<file path="config.mk">
export PLATFORM = sky130hd
export DESIGN_NAME = fpu_wb_regif
export DESIGN_NICKNAME = d
export VERILOG_FILES = /design/src/rtl/fpu_wb_regif.sv
export SDC_FILE = /design/constraint.sdc
export NUM_CORES = 1
export LEC_CHECK = 0
export BUFFER_PORTS_ARGS = -buffer_cell sky130_fd_sc_hd__buf_2
export CORE_MARGIN = 2
export CORE_UTILIZATION = 36
export CTS_BUF_LIST = sky130_fd_sc_hd__clkbuf_4 sky130_fd_sc_hd__clkbuf_8
export DETAILED_ROUTE_END_ITERATION = 16
export PLACE_DENSITY = 0.66
export SLEW_MARGIN = 20
export SYNTH_ARGS = -nofsm -noshare
export SYNTH_HDL_FRONTEND = slang
export SYNTH_SLANG_ARGS = --single-unit
</file>
<file path="constraint.sdc">
create_clock -name wb_clk_i -period 2.6 [get_ports wb_clk_i]
set_input_delay 0.13 -clock wb_clk_i [delete_from_list [all_inputs] [get_ports wb_clk_i]]
set_output_delay 0.13 -clock wb_clk_i [all_outputs]
set_load 0.005 [all_outputs]
</file>
<file path="src/rtl/fpu_wb_regif.sv">
// Wishbone classic slave fronting the FPU: operand/mode/op registers, launch pulse,
// result/flag capture with a busy watchdog.
module fpu_wb_regif #(
    parameter logic [31:0] BASE_ADDR = 32'h3000_0000,
    parameter int          OP_W      = 12,
    parameter logic [15:0] TIMEOUT   = 16'd1000
) (
    input  logic            wb_clk_i,
    input  logic            wb_rst_i,
    input  logic            wbs_stb_i,
    input  logic            wbs_cyc_i,
    input  logic            wbs_we_i,
    input  logic [3:0]      wbs_sel_i,
    input  logic [31:0]     wbs_adr_i,
    input  logic [31:0]     wbs_dat_i,
    output logic            wbs_ack_o,
    output logic [31:0]     wbs_dat_o,
    output logic [31:0]     a,
    output logic [31:0]     b,
    output logic [31:0]     c,
    output logic [2:0]      round_mode,
    output logic [OP_W-1:0] op_in,
    output logic            valid_in,
    input  logic [31:0]     fpu_result,
    input  logic [4:0]      fpu_flags,
    input  logic            fpu_out_valid,
    output logic            irq
);

    // state  | meaning
    // S_IDLE | no operation in flight; operand writes accepted, OP valid=1 launches
    // S_BUSY | FPU computing; operand writes discarded, watchdog counting down
    typedef enum logic {S_IDLE, S_BUSY} state_t;

    state_t          state_q, state_d;
    logic [31:0]     a_q, a_d, b_q, b_d, c_q, c_d;
    logic [2:0]      rm_q, rm_d;
    logic [OP_W-1:0] op_q, op_d;
    logic [31:0]     result_q, result_d;
    logic [4:0]      flags_q, flags_d;
    logic            done_q, done_d, err_q, err_d;
    logic [15:0]     cnt_q, cnt_d;
    logic            pend_q, pend_d;
    logic            valid_in_q, valid_in_d;
    logic            ack_q, ack_d;
    logic [31:0]     dat_o_q, dat_o_d;

    logic            hit, req, wr, rd, idle;
    logic [2:0]      idx;
    logic [31:0]     be_mask, lo_mask, rdata;
    logic [OP_W-1:0] op_mask, op_merged;
    logic            launch_bit;
    logic            unused_adr;

    function automatic logic [31:0] merge32(input logic [31:0] old_v,
                                            input logic [31:0] new_v,
                                            input logic [31:0] mask);
        return (old_v & ~mask) | (new_v & mask);
    endfunction

    assign hit     = (wbs_adr_i[31:5] == BASE_ADDR[31:5]);
    assign req     = wbs_stb_i & wbs_cyc_i & hit & ~ack_q;
    assign wr      = req & wbs_we_i;
    assign rd      = req & ~wbs_we_i;
    assign idx     = wbs_adr_i[4:2];
    assign idle    = (state_q == S_IDLE);
    assign unused_adr = ^wbs_adr_i[1:0];

    assign be_mask = {{8{wbs_sel_i[3]}}, {8{wbs_sel_i[2]}}, {8{wbs_sel_i[1]}}, {8{wbs_sel_i[0]}}};
    // Narrow control registers only listen on the low two byte lanes.
    assign lo_mask = {16'h0000, be_mask[15:0]};

    assign op_mask    = lo_mask[OP_W-1:0];
    assign op_merged  = (op_q & ~op_mask) | (wbs_dat_i[OP_W-1:0] & op_mask);
    assign launch_bit = wbs_dat_i[OP_W] & lo_mask[OP_W];

    always_comb begin
        rdata = 32'h0;
        case (idx)
            3'd0: rdata = a_q;
            3'd1: rdata = b_q;
            3'd2: rdata = c_q;
            3'd3: rdata = 32'(rm_q);
            3'd4: rdata = result_q;
            3'd5: rdata = 32'(flags_q);
            3'd6: rdata = {29'h0, err_q, done_q, ~idle};
            3'd7: rdata = 32'(op_q);
            default: rdata = 32'h0;
        endcase
    end

    always_comb begin
        state_d    = state_q;
        a_d        = a_q;
        b_d        = b_q;
        c_d        = c_q;
        rm_d       = rm_q;
        op_d       = op_q;
        result_d   = result_q;
        flags_d    = flags_q;
        done_d     = done_q;
        err_d      = err_q;
        cnt_d      = cnt_q;
        pend_d     = 1'b0;
        valid_in_d = pend_q;
        ack_d      = req;
        dat_o_d    = rd ? rdata : 32'h0;

        if (wr) begin
            case (idx)
                3'd0: if (idle) a_d = merge32(a_q, wbs_dat_i, be_mask);
                3'd1: if (idle) b_d = merge32(b_q, wbs_dat_i, be_mask);
                3'd2: if (idle) c_d = merge32(c_q, wbs_dat_i, be_mask);
                3'd3: if (idle && wbs_sel_i[0]) rm_d = wbs_dat_i[2:0];
                3'd6: begin
                    if (wbs_sel_i[0] && wbs_dat_i[1]) begin
                        done_d = 1'b0;
                        err_d  = 1'b0;
                    end
                end
                3'd7: begin
                    if (idle) begin
                        op_d = op_merged;
                        if (launch_bit) begin
                            state_d = S_BUSY;
                            pend_d  = 1'b1;
                            cnt_d   = TIMEOUT;
                        end
                    end
                end
                default: ;
            endcase
        end

        // A completion in the same cycle as a done-clear write wins: it is newer.
        if (state_q == S_BUSY) begin
            if (fpu_out_valid) begin
                result_d = fpu_result;
                flags_d  = fpu_flags;
                done_d   = 1'b1;
                cnt_d    = 16'h0;
                state_d  = S_IDLE;
            end else if (cnt_q == 16'd1) begin
                err_d   = 1'b1;
                cnt_d   = 16'h0;
                state_d = S_IDLE;
            end else begin
                cnt_d = cnt_q - 16'd1;
            end
        end
    end

    always_ff @(posedge wb_clk_i) begin
        if (wb_rst_i) begin
            state_q    <= S_IDLE;
            a_q        <= 32'h0;
            b_q        <= 32'h0;
            c_q        <= 32'h0;
            rm_q       <= 3'h0;
            op_q       <= '0;
            result_q   <= 32'h0;
            flags_q    <= 5'h0;
            done_q     <= 1'b0;
            err_q      <= 1'b0;
            cnt_q      <= 16'h0;
            pend_q     <= 1'b0;
            valid_in_q <= 1'b0;
            ack_q      <= 1'b0;
            dat_o_q    <= 32'h0;
        end else begin
            state_q    <= state_d;
            a_q        <= a_d;
            b_q        <= b_d;
            c_q        <= c_d;
            rm_q       <= rm_d;
            op_q       <= op_d;
            result_q   <= result_d;
            flags_q    <= flags_d;
            done_q     <= done_d;
            err_q      <= err_d;
            cnt_q      <= cnt_d;
            pend_q     <= pend_d;
            valid_in_q <= valid_in_d;
            ack_q      <= ack_d;
            dat_o_q    <= dat_o_d;
        end
    end

    assign wbs_ack_o  = ack_q;
    assign wbs_dat_o  = dat_o_q;
    assign a          = a_q;
    assign b          = b_q;
    assign c          = c_q;
    assign round_mode = rm_q;
    assign op_in      = op_q;
    assign valid_in   = valid_in_q;
    assign irq        = done_q;

endmodule
</file>
Word-level counts from Yosys, hierarchy flattened --
Cells that the tools add are included.
Operators by class: add/subtract/negate cells 1, equal/unequal tests 9, mux-type cells 25, bitwise operators 24, reduce and logical (&&, ||, !) cells 15
Operators by type and width (count):
- $pmux W32 S8 | 1
- $and A32 B32 Y32 | 4
- $mux W16 | 6
- $or A32 B32 Y32 | 3
- $not A32 Y32 | 1
- $eq A27 B25 Y1 const B | 1
- $and A12 B12 Y12 | 2
- $mux W1 | 18
- $reduce_and A3 Y1 | 6
- $eq A16 B1 Y1 const B | 1
- $sub A16 B1 Y16 const B | 1
- $eq A3 B3 Y1 const B | 4
- $not A12 Y12 | 1
- $or A12 B12 Y12 | 1
- $and A1 B1 Y1 | 6
- $eq A3 B2 Y1 const B | 2
- $not A1 Y1 | 6
- $reduce_bool A2 Y1 | 3
- $reduce_or A4 Y1 | 1
- $eq A3 B1 Y1 const B | 1
- $logic_not A3 Y1 | 1
- $logic_and A1 B1 Y1 | 2
- $reduce_and A2 Y1 | 1
- $reduce_or A2 Y1 | 1
Word-level totals: bits in registers 202, input port bits 111, word-level logic and storage cells 89

Longest topological paths before layout --
depth after elaboration 8, depth in mapped cells 8

Worst setup path after synthesis --
Ideal clock, no wire load.
path type reg-to-reg, from reg cnt_q[0], to reg cnt_q[15], setup time 0.074 ns, data arrival time 1.921 ns, data required time 2.526 ns, setup slack 0.605 ns, cell stages (with the launch flop) 6, path buffers 0, period minus slack after synthesis 1.995 ns, cell sequence dfxtp_1 > nor4_1 > nand2_1 > or3_1 > or4_1 > a31oi_1
On the way: longest elaborated chain between the ends 4
Ends and longest elaborated chain:
- start, declared | RTL line 42 | logic [15:0] cnt_q, cnt_d;
- start signal, assigned | RTL line 181 | cnt_q <= cnt_d;
- $sub A16 B1 Y16 or $eq A16 B1 Y1 (tied branches) | RTL line 148, 143
- $mux W16 * | RTL line 143 | end else if (cnt_q == 16'd1) begin
- $mux W16 * | RTL line 137 | if (fpu_out_valid) begin
- $mux W16 * | RTL line 136 | if (state_q == S_BUSY) begin
Mark *: on every way between the ends. The rest lies on a longest branch, timed or not. A chain may end at the register's enable or synchronous reset.

Worst setup path after layout --
from reg ack_q (netlist: wbs_ack_o), to reg cnt_q[13]
On the way: longest elaborated chain between the ends 5
Ends and longest elaborated chain:
- start, declared | RTL line 45 | logic ack_q, ack_d;
- start signal, assigned | RTL line 184 | ack_q <= ack_d;
- $not A1 Y1 | RTL line 62 | assign req = wbs_stb_i & wbs_cyc_i & hit & ~ack_q;
- $and A1 B1 Y1 | RTL line 62
- $and A1 B1 Y1 | RTL line 63 | assign wr = req & wbs_we_i;
- $reduce_bool A2 Y1 (no source line)
- $reduce_and A3 Y1 (no source line)
Every way passes these cells.

==> impl_metrics.yaml <==
hold_path:
  min-delay-start: "wbs_sel_i[0]"
  worst_hold_path.num_cells: 4
  hold_end: "err_q$_SDFF_PP0_"
  min_path_type: "primary input to flop"
layout:
  post_route_cells_drive_above_1_share: 0.303
  post_layout_nonfiller_instances: 1640
  areaGrowthSynthToFinish_pct: 38.0
  final_nets: 1400
worst_setup_path:
  worst_path_cell_with_the_longest_stage_delay: "o41a_1"
  r2r_end: "cnt_q[13]$_SDFFE_PP0P_"
  setup.reg_to_reg.worst_slack_ns: 0.35
  cp.arrival_ns: 2.69
  critPathKind: "flop to flop"
  worstSetupEndpointType: "flop"
  reg2regPathDepth: 6
  crit_path_max_fanout: 17
  startpoint_type: "flop"
  worst_path_required_time_ns: 3.05
  r2r-start: "wbs_ack_o$_SDFF_PP0_"
  timing.critical_path.slowest_cell_delay_ns: 0.62
  worstPathCellList: "nor4_4 -> nand4_4 -> buf_4 -> o41a_1 -> or4_1 -> a21oi_1"
global_route:
  grt_max_degree: 106
  global_route.overflow_total: 0
  grt_pass1_vias: 8240
  antenna_found_initial: 1
  wire_length_of_the_first_global_routing_pass_um: 44100
  grtUsageTotal: 0.213
power:
  cellPowerDensity_nw_per_um2: 564
  power.static_leakage_nw: 5.02
  power_w: 0.00680
  worst_ir_drop_vdd_mv: 0.378
synth:
  synth-adder-area-share: 0.00286
  synth_sequential_area_ratio: 0.463
  post_synth.cell_area_avg_sq_um: 9.31
  ys_top_cells_by_area: "dfxtp_1 (46%), mux2i_1 (16%), nor2_1 (7.3%)"
  postSynthNetCount: 1052
  synthCells: 939
  synth.yosys.warnings: 0
  synth-compound-area-share: 0.123
  simple_gate_share_of_the_synthesized_area: 0.213
  synth.cells.most_frequent: "dfxtp_1 (202), nor2_1 (170), mux2i_1 (137)"
  post-synth-top-area-cell: "dfxtp_1"
  synthXorXnorAreaFrac: 0.00200
  post_synth_top_area_share: 0.463
  dominantRegCellSynth: "dfxtp_1"
  ys_types: 59
  synth-edff-count: 0
  synth_async_sr_flop_share: 0
  synth_seq_cells: 202
  combinational_family_with_the_most_area_after_synthesis: "simple AND/OR/NAND/NOR gates"
  synthMuxAreaShare: 0.165
  area_of_the_mapped_netlist_sq_um: 8740
  most_frequent_cell_after_synthesis: "dfxtp_1"
timing:
  worst_setup_skew_after_layout_ns: 0.0179
  final-hold-violation-count: 0
  slew_headroom: 0.568
  unrepaired_setup_endpoints_after_global_routing: "false"
  timing.final.crit_period_ns: 2.25
  number_of_max_slew_violations_in_the_final_report: 0
  max_clock_freq_ghz: 0.445
  period_share: 0.865
  setup_total_negative_slack_ns: 0
  worst_pin_slew_ns: 0.648
  setup_viol_count_final: 0
routing:
  detail_routed_via_count_per_cell: 5.08
  remaining_drc_errors: 0
  drt_first_pass_iters: 7
  final_antenna_net_count: 0
  drt_first_iter_violations: 563
  vias: 8337
  routed_wl_um: 28200
  routed_wl_per_cell_um: 17.2
placed_design:
  port_buffers: 254
  dp_hpwl_um: 18400
  placed_cells_incl_taps: 1501
  place_congestion: 0.827
clock_tree:
  clk_root_buffer_cell: "clkbuf_8"
  tritoncts: "built"
  cts_max_level: 2
  cts-buffers-inserted: 37
  clock_pin_slew_on_the_worst_setup_and_hold_paths_ns: 0.06
  clk_latency_ns: 0.52
  cts.hold.buffers_added: 71
  clock_sink_count: 202
  clk_path_buf_depth: 3
  cts_repair_resize_count: 0
  cts_setup_buffers: 0
run:
  timing.max_cap.violations: 0
floorplan:
  die_height_um: 160
  start_util: 0.363
  die_area_sq_um: 25500
  fp-row-count: 57
  core-area_sq_um: 24100
  die_x_extent_um: 160
  io-pin-count: 257
status:
  outcome: "finished, final reports clean"
-- cell usage in the layout, fill, tap and decap left out, types with 3 or more instances in the layout --
cell,netlist,final
nor4_4,14,14
inv_1,10,10
nor2_1,170,170
a21oi_1,76,76
o31ai_1,3,3
or3_1,10,10
nor3_1,6,6
nor3b_1,3,3
a22oi_1,6,6
a222oi_1,7,7
or4_1,5,5
buf_2,4,253
o21ai_0,33,33
mux2i_1,137,137
dfxtp_1,202,202
nand3_1,8,8
buf_12,0,3
o41ai_1,3,3
nor2b_1,4,3
clkbuf_4,0,11
clkinv_2,0,7
a221oi_1,6,6
dlygate4sd3_1,0,71
nand2b_1,8,8
o22a_1,20,20
buf_4,0,40
clkbuf_8,0,45
and3_1,4,4
nand2_1,99,98
-- logic make-up (layout without fill, tap and decap cells) --
logic type / after synthesis / in the layout
muxes: 141 / 141
AOI/OAI and AO/OA: 170 / 170
xor gates and xnor gates: 2 / 2
DFF: 202 / 202
other: 0 / 1
adders and majority gates: 2 / 2
and+or+nand+nor: 354 / 354
buffers and inverters: 68 / 444
-- through the flow --
stage / area, sq um / util / worst slack, ns / hold WS, ns
2_1_floorplan: 8740 / - / 0.605 / 0.266
3_3_place_gp: 10500 / 0.437 / 0.286 / 0.373
3_5_place_dp: 10500 / 0.437 / 0.244 / 0.376
4_1_cts: 12100 / 0.500 / 0.334 / 0.00926
5_1_grt: 12100 / 0.500 / 0.184 / 0.0818
6_report: 12100 / 0.500 / 0.351 / 0.0471
-- routing by layer --
metal	track usage	vias up	wire length (um)
li1	-	4012	-
met2	0.356	347	13100
met1	0.270	3929	12300
met5	0	-	0
met3	0.0545	49	2200
met4	0.0704	0	573
-- power by group --
part | switching [W] | total (W) | internal, W
Sequential | 0.000000000000219 | 0.00310 | 0.00310
Clock | 0.00137 | 0.00330 | 0.00193
Combinational | 0.000226 | 0.000405 | 0.000179
Total | 0.00160 | 0.00680 | 0.00521
-- worst max-delay path by stage --
| stage | slack [ns] | endpoint | start | cells after the start |
|---|---|---|---|---|
| 6_report | 0.35 | cnt_q[13]$_SDFFE_PP0P_ | wbs_ack_o$_SDFF_PP0_ | 6 |
| 3_5_place_dp | 0.24 | cnt_q[11]$_SDFFE_PP0P_ | wbs_adr_i[17] | 7 |
| 4_1_cts | 0.33 | cnt_q[13]$_SDFFE_PP0P_ | wbs_ack_o$_SDFF_PP0_ | 6 |
| 3_3_place_gp | 0.29 | cnt_q[11]$_SDFFE_PP0P_ | wbs_adr_i[17] | 7 |
| 2_1_floorplan | 0.60 | cnt_q[15]$_SDFFE_PP0P_ | cnt_q[0]$_SDFFE_PP0P_ | 5 |
| 5_1_grt | 0.18 | cnt_q[13]$_SDFFE_PP0P_ | wbs_ack_o$_SDFF_PP0_ | 6 |
-- critical path, delay by kind of cell (launching register included) --
family / cells / cell delay (ns)
and+or+nand+nor: 3 / 0.78
AOI/OAI and AO/OA: 2 / 0.78
DFF: 1 / 0.33
buffers and inverters: 1 / 0.29
-- area by class of cell --
| type | count | area [sq um] |
|---|---|---|
| clock buffer | 56 | 702 |
| inverter | 10 | 37.5 |
| fill | 2300 | 12000 |
| timing repair buffer | 367 | 2340 |
| multi-input combinational | 669 | 4420 |
| antenna | 1 | 2.50 |
| sequential | 202 | 4040 |
| tap | 324 | 405 |
| clock inverter | 11 | 110 |
Power figures use the tool's default switching activity.
